$ cat src/rtl/ahb_mem_arbiter.sv
// Two-requester arbiter for a single AHB-Lite memory port. Each grant runs one
// non-pipelined NONSEQ transfer (address phase, data phase) with a wait-state watchdog.
module ahb_mem_arbiter #(
    parameter int PRIORITY_MODE = 0,
    parameter int TIMEOUT       = 255
) (
    input  logic        clk,
    input  logic        reset,

    input  logic        req0,
    input  logic        we0,
    input  logic [31:0] addr0,
    input  logic [31:0] wdata0,
    output logic [31:0] rdata0,
    output logic        done0,
    output logic        err0,

    input  logic        req1,
    input  logic        we1,
    input  logic [31:0] addr1,
    input  logic [31:0] wdata1,
    output logic [31:0] rdata1,
    output logic        done1,
    output logic        err1,

    output logic [31:0] HADDR,
    output logic        HWRITE,
    output logic [1:0]  HTRANS,
    output logic [2:0]  HSIZE,
    output logic [31:0] HWDATA,
    input  logic [31:0] HRDATA,
    input  logic        HREADY,
    input  logic        HRESP
);

    localparam logic [1:0] TRANS_IDLE   = 2'b00;
    localparam logic [1:0] TRANS_NONSEQ = 2'b10;
    localparam logic [7:0] WDOG_LIMIT   = 8'(TIMEOUT);
    localparam int         NUM_REQ      = 2;

    typedef enum logic [1:0] {
        ST_IDLE = 2'b00,
        ST_ADDR = 2'b01,
        ST_DATA = 2'b10
    } state_t;

    state_t      state_reg, state_next;
    logic        owner_reg, owner_next;
    logic        last_reg, last_next;
    logic [7:0]  wdog_reg, wdog_next;
    logic [31:0] haddr_reg, haddr_next;
    logic        hwrite_reg, hwrite_next;

    logic [NUM_REQ-1:0] req_vec;
    logic [NUM_REQ-1:0] done_vec;
    logic [NUM_REQ-1:0] err_vec;
    logic [31:0]        rdata_arr [NUM_REQ];
    logic [31:0]        rd_data;

    logic        grant;
    logic [31:0] sel_addr;
    logic [31:0] sel_wdata;
    logic        sel_we;

    assign req_vec   = {req1, req0};
    assign sel_addr  = owner_reg ? addr1  : addr0;
    assign sel_wdata = owner_reg ? wdata1 : wdata0;
    assign sel_we    = owner_reg ? we1    : we0;

    // A lone requester always wins; ties go to requester 0 or alternate with the last winner.
    always_comb begin
        grant = 1'b0;
        case (req_vec)
            2'b01:   grant = 1'b0;
            2'b10:   grant = 1'b1;
            2'b11:   grant = (PRIORITY_MODE != 0) ? 1'b0 : ~last_reg;
            default: grant = 1'b0;
        endcase
    end

    always_ff @(posedge clk or negedge reset) begin
        if (!reset) begin
            state_reg  <= ST_IDLE;
            owner_reg  <= 1'b0;
            last_reg   <= 1'b1;
            wdog_reg   <= 8'd0;
            haddr_reg  <= 32'd0;
            hwrite_reg <= 1'b0;
        end else begin
            state_reg  <= state_next;
            owner_reg  <= owner_next;
            last_reg   <= last_next;
            wdog_reg   <= wdog_next;
            haddr_reg  <= haddr_next;
            hwrite_reg <= hwrite_next;
        end
    end

    always_comb begin
        state_next  = state_reg;
        owner_next  = owner_reg;
        last_next   = last_reg;
        wdog_next   = wdog_reg;
        haddr_next  = haddr_reg;
        hwrite_next = hwrite_reg;
        done_vec    = '0;
        err_vec     = '0;
        rd_data     = 32'd0;
        HTRANS      = TRANS_IDLE;
        HADDR       = 32'd0;
        HWRITE      = 1'b0;
        HWDATA      = 32'd0;

        case (state_reg)
            ST_IDLE: begin
                wdog_next = 8'd0;
                if (req_vec != '0) begin
                    owner_next = grant;
                    state_next = ST_ADDR;
                end
            end

            ST_ADDR: begin
                HTRANS = TRANS_NONSEQ;
                HADDR  = sel_addr;
                HWRITE = sel_we;
                if (HREADY) begin
                    // Latch the address phase so it stays visible through the data phase.
                    haddr_next  = sel_addr;
                    hwrite_next = sel_we;
                    wdog_next   = 8'd0;
                    state_next  = ST_DATA;
                end else if (wdog_reg == WDOG_LIMIT) begin
                    err_vec[owner_reg] = 1'b1;
                    last_next  = owner_reg;
                    wdog_next  = 8'd0;
                    state_next = ST_IDLE;
                end else begin
                    wdog_next = wdog_reg + 8'd1;
                end
            end

            ST_DATA: begin
                HADDR  = haddr_reg;
                HWRITE = hwrite_reg;
                HWDATA = sel_wdata;
                if (HREADY) begin
                    if (HRESP) begin
                        err_vec[owner_reg] = 1'b1;
                    end else begin
                        done_vec[owner_reg] = 1'b1;
                        rd_data = hwrite_reg ? 32'd0 : HRDATA;
                    end
                    last_next  = owner_reg;
                    wdog_next  = 8'd0;
                    state_next = ST_IDLE;
                end else if (wdog_reg == WDOG_LIMIT) begin
                    err_vec[owner_reg] = 1'b1;
                    last_next  = owner_reg;
                    wdog_next  = 8'd0;
                    state_next = ST_IDLE;
                end else begin
                    wdog_next = wdog_reg + 8'd1;
                end
            end

            default: begin
                state_next = ST_IDLE;
                wdog_next  = 8'd0;
            end
        endcase
    end

    // Read data is only driven toward the requester being completed.
    generate
        for (genvar gi = 0; gi < NUM_REQ; gi++) begin : g_req
            assign rdata_arr[gi] = done_vec[gi] ? rd_data : 32'd0;
        end
    endgenerate

    assign rdata0 = rdata_arr[0];
    assign rdata1 = rdata_arr[1];
    assign done0  = done_vec[0];
    assign done1  = done_vec[1];
    assign err0   = err_vec[0];
    assign err1   = err_vec[1];
    assign HSIZE  = 3'b010;

endmodule

$ cat config.mk
export PLATFORM = sky130hd
export DESIGN_NAME = ahb_mem_arbiter
export DESIGN_NICKNAME = d
export VERILOG_FILES = /design/src/rtl/ahb_mem_arbiter.sv
export SDC_FILE = /design/constraint.sdc
export NUM_CORES = 1
export LEC_CHECK = 0
export BUFFER_PORTS_ARGS = -buffer_cell sky130_fd_sc_hd__buf_2
export CORE_UTILIZATION = 30
export CTS_BUF_LIST = sky130_fd_sc_hd__clkbuf_8
export CTS_CLUSTER_DIAMETER = 120
export CTS_CLUSTER_SIZE = 12
export DETAILED_ROUTE_END_ITERATION = 10
export PLACE_DENSITY = 0.65
export SLEW_MARGIN = 10
export SYNTH_ARGS = -nofsm -noshare
export SYNTH_HDL_FRONTEND = slang
export SYNTH_SLANG_ARGS = --single-unit
$ cat constraint.sdc
create_clock -name clk -period 1.4 [get_ports clk]
set_input_delay 0.14 -clock clk [delete_from_list [all_inputs] [get_ports clk]]
set_output_delay 0.14 -clock clk [all_outputs]
set_load 0.01 [all_outputs]
Word level (Yosys, flattened, before mapping)
Cells that the tools add are included.

word-level totals
  register bits = 45
  latch bits = 0
  bits in writable memories = 0
  ROM bits = 0
  input port bits = 168
  output and inout bits = 138
  word-level logic and storage cells = 61
  memories = 0

operators by class
  add/sub/neg operators = 1
  multipliers = 0
  div/mod/pow operators = 0
  $lt $le $gt $ge = 2
  equal/unequal tests = 7
  shifts and indexed selects = 0
  mux-type cells = 36
  bitwise logic cells = 1
  reductions and logical operators = 8

operators by type and width
  cell                                                        count
  2-to-1 mux 32 bit                                           9
  case mux 32 bit (2 select lines)                            1
  2-to-1 mux 2 bit                                            12
  2-to-1 mux 8 bit                                            3
  adder 8 x 1 -> 8 bit, second input constant                 1
  equality test 8 bit, second input constant                  1
  equality test 2 bit, second input constant                  3
  case mux 1 bit (2 select lines)                             3
  case mux 2 bit (3 select lines)                             1
  AND reduction 2 bit                                         3
  2-to-1 mux 1 bit                                            5
  != test 2 bit, second input constant                        2
  case mux 2 bit (2 select lines)                             1
  nonzero test 2 bit                                          2
  equality test 2 x 1 -> 1 bit, second input constant         1
  logical NOT 2 bit                                           1
  less-than comparator 1 x 2 -> 1 bit, second input constant  1
  OR reduction 2 bit                                          1
  demux 1 bit (select 1 bit)                                  1
  >= comparator 1 bit, second input constant                  1
  logical AND 1 bit                                           1
  inverter 1 bit                                              1

Longest topological paths before layout
Gate-level depths: netlist of run 1.

  depth after elaboration = 8
  depth in mapped cells = 7
  mapped depth without buffers = 5

Worst setup path after synthesis of run 1
No wires, ideal clock.

  path kind = reg2out
  start point = register state_reg[0]
  end point = output port rdata1[22]
  arrival time = 1444 ps
  required time = 1260 ps
  path slack = -184 ps
  stages on the path, launching flop included = 8
  buffers on the path = 2
  cell sequence = dfrtp_1 inv_1 ha_1 buf_4 nand2_4 nor3b_4 buf_2 and3_1

between the ends
  cells in the longest elaborated chain, start to end = 3
  elaborated cells between the ends (all ways) = 4
  those cells by class = eq/ne (1); mux (3)

ends and longest elaborated chain
  what                    RTL line  source
  from (decl)             47        state_t state_reg, state_next;
  from (signal assigned)  90        state_reg <= state_next;
  equality test 2 bit     114       case (state_reg)
  2-to-1 mux 2 bit        114
  via done1               23        output logic done1,
  2-to-1 mux 32 bit       177       assign rdata_arr[gi] = done_vec[gi] ? rd_data : 32'd0;
  to (decl)               22        output logic [31:0] rdata1,

The timed path passes the listed nets, and every way through them passes these cells.

Final worst setup path of run 1
  start point = register state_reg[0]
  end point = output port rdata0[15]

between the ends
  cells in the longest elaborated chain, start to end = 3
  elaborated cells between the ends (all ways) = 4
  those cells by class = eq/ne (1); mux (3)

ends and longest elaborated chain
  what                                                   RTL line  source
  equality test 2 bit (*)                                114
  2-to-1 mux 32 bit or 2-to-1 mux 2 bit (tied branches)  114
  2-to-1 mux 32 bit (*)                                  177
  to (decl)                                              14        output logic [31:0] rdata0,

Mark *: on every way between the ends. The rest lies on a longest branch, timed or not.

==> metrics.cfg, run 1 <==
[yosys]
syn_inst = 492
yosys.area_share.simple_pct = 33.1
ys_seq_area_share_pct = 27.9
yosysMostFrequentCell = nand2_1
synth-edff-count = 0
synth.area.top_cells = dfrtp_1, and3_1, nand2_1, mux2_4, mux2i_1
synth.avg_cell_area_um2 = 8.21
synthMuxAreaShare_pct = 19.4
yosysTopAreaCellShare_pct = 27.2
ys_warn_count = 0
synth_async_sr_flop_share_pct = 100
synth_top_family_by_area = simple AND/OR/NAND/NOR gates
ys_types = 48
synth_flop_cell = dfrtp_1
ys_ff_latch = 45
yosys-top-cells-count = nand2_1, and3_1, dfrtp_1
synthAdderAreaFrac_pct = 1.55
netlist_area_um2 = 4040
synth_largest_area_cell = dfrtp_1
synth-compound-area-share_pct = 9.94
synthXorXnorAreaFrac_pct = 0.433

[setup_path]
cp_max_fo = 8
path_buf_inv = 4
crit_chain = inv_2, ha_4, nand2_4, nor3_4, buf_6, buf_8, and3_4, buf_6
end_kind = primary output
worstSetupPathType = reg -> out
critPathLaunchType = register
worst_path_max_delay_cell = dfrtp_1
crit_required_ns = 1.26
crit_top_cell = buf_6
cpLargestDelayFamily = simple AND/OR/NAND/NOR gates
arrival_ns = 1.76
slowest_delay_ns = 0.39

[routing]
drc = 0
drtAntennaViolNets = 0
wl_per_cell_um = 15.6
wl_um = 15600
vias = 4790
drtIter0Drc = 203
dr.pass1.iters = 4
vias_per_cell = 4.79

[placement]
dp_slack_ns = -0.260
place_congestion = 0.796
place_area_um2 = 6200
dpl.hpwl_um = 11200
portBuffers = 301

[floorplanning]
die_w_um = 118
rows = 42
fp.dieH_um = 118
start_util_pct = 30.6
io_pins = 306
die_area_um2 = 13900
coreArea_um2 = 13200

[layout]
final_util_pct = 54.4
drive_above_1_share_pct = 63.3
largest_register_ffs = 32
area_delta_synth_final_pct = 77.7
fin_area_um2 = 7180
antenna_cells = 0
nets = 995

[run]
drv_cap = 0

[grt]
grtUsageTotal_pct = 21.0
antenna_found_initial = 0
gr-total-overflow = 0
grt_pass1_wl_um = 23400
grt_pass1_vias = 4495
grt_max_degree = 65

[sta]
finalSetupTns_ns = -58.65
hold_violations = 0
skew_ns = 0.00693
fin_ws_ns = -0.503
timing.fmax_mhz = 525
period_share_pct = 136
period_needed_ns = 1.90
setup_violations = 156
report.final.slew_viol_count = 0
hold_slack_ns = 0.168
rsz0062_at_grt = yes

[power]
p_leak_nw = 3.86
ir_worst_vdd_v = 0.00112
powerDensity_nw_per_um2 = 1490

[clocking]
insertion_delay_ns = 0.29
cts_root_buffer = clkbuf_8
cts_htree_levels = 2
cts_tree = built
max-clock-path-buffers = 2
clock_sinks = 45
cts.clk_slew.worst_paths_ns = 0.08
cts-buffers-inserted = 5

[outcome]
violations = setup timing
outcome = finished, violations left

[min_path]
hp-class = in -> reg

final timing paths:
kind,startpoint,slack [ns],cells after the start,endpoint
setup / recovery,state_reg[0]$_DFFE_PN0P_,-0.50,8,rdata0[15]
hold / removal,req1,0.17,2,owner_reg$_DFFE_PN0P_
setup reg to reg,state_reg[1]$_DFFE_PN0P_,-0.11,5,state_reg[1]$_DFFE_PN0P_
hold reg to reg,haddr_reg[24]$_DFFE_PN0P_,0.51,2,haddr_reg[24]$_DFFE_PN0P_
max in group asynchronous,reset,0.62,3,last_reg$_DFFE_PN1P_
min in group asynchronous,reset,0.23,2,haddr_reg[5]$_DFFE_PN0P_
cells by family (layout without fill, tap and decap cells):
kind of cell / count (synthesis) / count (layout)
and+or+nand+nor: 261 / 261
muxes: 65 / 65
buffers and inverters: 57 / 386
AOI/OAI and AO/OA: 55 / 55
DFF: 45 / 45
adders and majority gates: 5 / 5
other: 2 / 4
xor gates and xnor gates: 2 / 2
cell type report:
| cell class | count | area [um2] |
|---|---|---|
| Clock buffer | 6 | 82.6 |
| Tap cell | 176 | 220 |
| Sequential cell | 45 | 1130 |
| Fill cell | 1220 | 6010 |
| Multi-Input combinational cell | 392 | 3140 |
| Clock inverter | 2 | 33.8 |
| Inverter | 9 | 36.3 |
| Timing Repair Buffer | 369 | 2530 |
per-stage QoR:
stage / instances / total power, mW
floorplan: 494 / 6.03
global placement: 969 / 8.08
detailed placement: 969 / 8.14
CTS: 995 / 10.3
global route: 999 / 11.4
finish: 999 / 10.7
cells in the final DEF, fill, tap and decap left out, drive strengths merged, types with 2 or more instances in the layout:
cell    count
clkbuf      8
nor2b      33
nand2     105
nor3        4
nand3       4
inv        10
o21ai       5
dfrtp      44
conb        4
xnor2       2
nand4       2
a21oi       4
o221ai      2
mux2       33
or3         2
mux2i      32
nor2       38
o211ai      3
nor3b       2
and3       64
ha          5
nand2b      2
a22oi      33
buf       365
per-layer routing:
| layer | track usage [%] | share of wire, % | vias up | wire length, um |
|---|---|---|---|---|
| met5 | 0 | 0 | - | 0 |
| met1 | 24.9 | 41 | 2255 | 6390 |
| met2 | 38.8 | 53 | 188 | 8230 |
| met3 | 3.10 | 4.7 | 10 | 734 |
| li1 | - | - | 2337 | - |
| met4 | 6.01 | 1.4 | 0 | 212 |
power breakdown:
group / switching, mW / internal (mW)
clock: 0.434 / 0.575
combinational: 3.54 / 3.85
sequential: 0.457 / 1.84
timing repair:
item                                    CTS  global route
resized for setup                        96            42
hold buffers                              1             0
gates cloned                              3             2
endpoints found under the hold margin    10             0
pin swaps                                 7            13
endpoints found under the setup margin  178           178
setup buffers                            14             6
Power figures use the tool's default switching activity.
==> inputs of run 2 (changes only) <==
--- a/config.mk
+++ b/config.mk
@@ -5,13 +5,12 @@
 export SDC_FILE = /design/constraint.sdc
 export NUM_CORES = 1
 export LEC_CHECK = 0
-export BUFFER_PORTS_ARGS = -buffer_cell sky130_fd_sc_hd__buf_2
 export CORE_UTILIZATION = 30
 export CTS_BUF_LIST = sky130_fd_sc_hd__clkbuf_8
 export CTS_CLUSTER_DIAMETER = 120
 export CTS_CLUSTER_SIZE = 12
 export DETAILED_ROUTE_END_ITERATION = 10
-export PLACE_DENSITY = 0.65
+export DONT_BUFFER_PORTS = 1
 export SLEW_MARGIN = 10
 export SYNTH_ARGS = -nofsm -noshare
 export SYNTH_HDL_FRONTEND = slang
==> metrics.cfg, run 2 (synthesis gave the netlist of run 1 again) <==
[floorplanning]
fp.dieH_um = 118  ; unchanged
die_area_um2 = 13900  ; unchanged
die_w_um = 118  ; unchanged
start_util_pct = 30.6  ; unchanged
rows = 42  ; unchanged
coreArea_um2 = 13200  ; unchanged
io_pins = 306  ; unchanged

[routing]
dr.pass1.iters = 4  ; unchanged
drc = 0  ; unchanged
wl_um = 15400  ; was 15600 um
dr_wl_met2_um = 8110  ; was 8230 um
drtAntennaViolNets = 0  ; unchanged
drtIter0Drc = 239  ; was 203
vias_per_cell = 5.43  ; was 4.79
dr_wl_met3_um = 977  ; was 734 um
routed.top_layer = met4  ; unchanged
vias = 4005  ; was 4790
wl_per_cell_um = 20.8  ; was 15.6 um
met1_length_um = 5810  ; was 6390 um

[setup_path]
critPathLaunchType = register  ; unchanged
end_kind = primary output  ; unchanged
crit_chain = inv_2, ha_4, nand2_4, buf_6, nor3_4, buf_12, and3_4  ; was inv_2, ha_4, nand2_4, nor3_4, buf_6, buf_8, and3_4, buf_6
slowest_delay_ns = 0.41  ; was 0.39 ns
worstSetupPathType = reg -> out  ; unchanged
cp_max_fo = 33  ; was 8
cpLargestDelayFamily = simple AND/OR/NAND/NOR gates  ; unchanged
path_buf_inv = 3  ; was 4
worst_path_max_delay_cell = dfrtp_1  ; unchanged
crit_required_ns = 1.26  ; about the same
arrival_ns = 1.75  ; was 1.76 ns

[clocking]
cts_root_buffer = clkbuf_8  ; unchanged
cts-buffers-inserted = 5  ; unchanged
cts.clk_slew.worst_paths_ns = 0.09  ; was 0.08 ns
max-clock-path-buffers = 2  ; unchanged
cts_htree_levels = 2  ; unchanged
clock_sinks = 45  ; unchanged
cts_tree = built  ; unchanged
insertion_delay_ns = 0.30  ; was 0.29 ns

[sta]
finalSetupTns_ns = -55.62  ; was -58.65 ns
period_needed_ns = 1.89  ; was 1.90 ns
fin_ws_ns = -0.493  ; was -0.503 ns
setup_violations = 173  ; was 156
hold_violations = 0  ; unchanged
period_share_pct = 135  ; was 136%
timing.fmax_mhz = 528  ; was 525 MHz
rsz0062_at_grt = yes  ; unchanged
report.final.slew_viol_count = 0  ; unchanged
skew_ns = 0.00609  ; was 0.00693 ns

[power]
p_seq_share_pct = 21.1  ; was 21.4%
swShare_pct = 43.3  ; was 41.5%
power_frac_clock_pct = 8.0  ; was 9.4%
p_leak_nw = 2.64  ; was 3.86 nW
ir_worst_vdd_v = 0.000899  ; was 0.00112 V
intPower_mw = 6.05  ; was 6.26 mW
powerDensity_nw_per_um2 = 1740  ; was 1490 nW/um2
total_power_mw = 10.7  ; about the same
p_comb_share_pct = 70.9  ; was 69.1%
switchingPower_mw = 4.63  ; was 4.43 mW

[grt]
gr-total-overflow = 0  ; unchanged
grt_pass1_vias = 3822  ; was 4495
grtUsageTotal_pct = 20.1  ; was 21.0%
grt_pass1_wl_um = 21800  ; was 23400 um
grt_max_degree = 46  ; was 65
antenna_found_initial = 0  ; unchanged

[placement]
place_congestion = 0.844  ; was 0.796
dpl.hpwl_um = 10400  ; was 11200 um
portBuffers = 0  ; was 301

[outcome]
outcome = finished, violations left  ; unchanged
violations = setup timing  ; unchanged

[run]
drv_cap = 0  ; unchanged

[layout]
area_delta_synth_final_pct = 51.8  ; was 77.7%
nets = 733  ; was 995
final_common_cell = nand2_1  ; was buf_2
final_util_pct = 46.5  ; was 54.4%
drive_above_1_share_pct = 56.1  ; was 63.3%
antenna_cells = 0  ; unchanged
largest_register_ffs = 32  ; unchanged
mostFrequentLayoutCells = nand2_1, buf_4, and3_4, dfrtp_1, nor2_1  ; was buf_2, nand2_1, dfrtp_1, and3_4, nor2_1

[min_path]
hp-class = in -> reg  ; unchanged

-- run 2: cell count changes in the layout (fill, tap and decap cells not counted), sizes merged --
cell / before / now
bufinv: 1 / 0
clkinvlp: 0 / 1
buf: 365 / 102
clkinv: 0 / 1
-- run 2: worst register-to-register path, cell delays in order (launching register included) --
cell and delay, ns:
dfrtp_1 0.41, inv_2 0.09, ha_4 0.16, buf_4 0.20, bufbuf_16 0.30, nor2b_1 0.12, o221ai_1 0.13, o21ai_1 0.17
-- run 2: final timing paths --
path | startpoint | to | slack, ns | depth (start not counted)
setup / recovery | state_reg[0]$_DFFE_PN0P_ | rdata0[17] | -0.49 | 7
hold / removal | req1 | owner_reg$_DFFE_PN0P_ | 0.006 | 1
setup reg to reg | state_reg[0]$_DFFE_PN0P_ | state_reg[1]$_DFFE_PN0P_ | -0.25 | 7
hold reg to reg | haddr_reg[26]$_DFFE_PN0P_ | haddr_reg[26]$_DFFE_PN0P_ | 0.49 | 2
max in group asynchronous | reset | last_reg$_DFFE_PN1P_ | 0.78 | 2
min in group asynchronous | reset | haddr_reg[1]$_DFFE_PN0P_ | 0.33 | 2
-- run 2: power by group through the flow --
| stage | registers (mW) | clock network [mW] | logic [mW] |
|---|---|---|---|
| 6_report | 2.25 | 0.853 | 7.57 |
| 3_5_place_dp | 2.18 | 0 | 5.63 |
| 3_3_place_gp | 2.16 | 0 | 5.51 |
| 5_1_grt | 2.32 | 0.944 | 8.06 |
| 2_1_floorplan | 2.07 | 0 | 3.96 |
| 4_1_cts | 2.22 | 0.900 | 6.93 |
-- run 2: per-layer routing --
metal / track usage [%] / vias to the layer above
met5: 0 / -
met4: 7.37 / 0
met3: 4.75 / 30
met2: 36.0 / 222
met1: 23.0 / 1928
li1: - / 1825
-- run 2: what timing repair did --
action / 4_1_cts / 5_1_grt
gates cloned: 7 / 4
pin swaps: 21 / 10
endpoints found under the setup margin: 178 / 178
setup buffers: 11 / 12
hold buffers: 2 / 0
resized for setup: 139 / 45
hold endpoints to repair: 45 / 0
-- run 2: per-stage QoR --
step | std cells | setup slack [ns] | hold WS, ns | cell area, um2
3_3_place_gp | 696 | -0.135 | -0.154 | 4890
3_5_place_dp | 696 | -0.192 | -0.154 | 4890
4_1_cts | 723 | -0.483 | 0.00749 | 5840
2_1_floorplan | 494 | -0.140 | -0.156 | 4330
5_1_grt | 737 | -0.539 | 0.0171 | 6130
6_report | 737 | -0.493 | 0.00552 | 6130
-- run 2: layout make-up --
cell class                      instances  area [um2]
Sequential cell                        45        1130
Fill cell                            1194        7060
Multi-Input combinational cell        392        3460
Timing Repair Buffer                  107        1190
Tap cell                              176         220
Inverter                                9        36.3
Clock inverter                          3        25.0
Clock buffer                            5        68.8
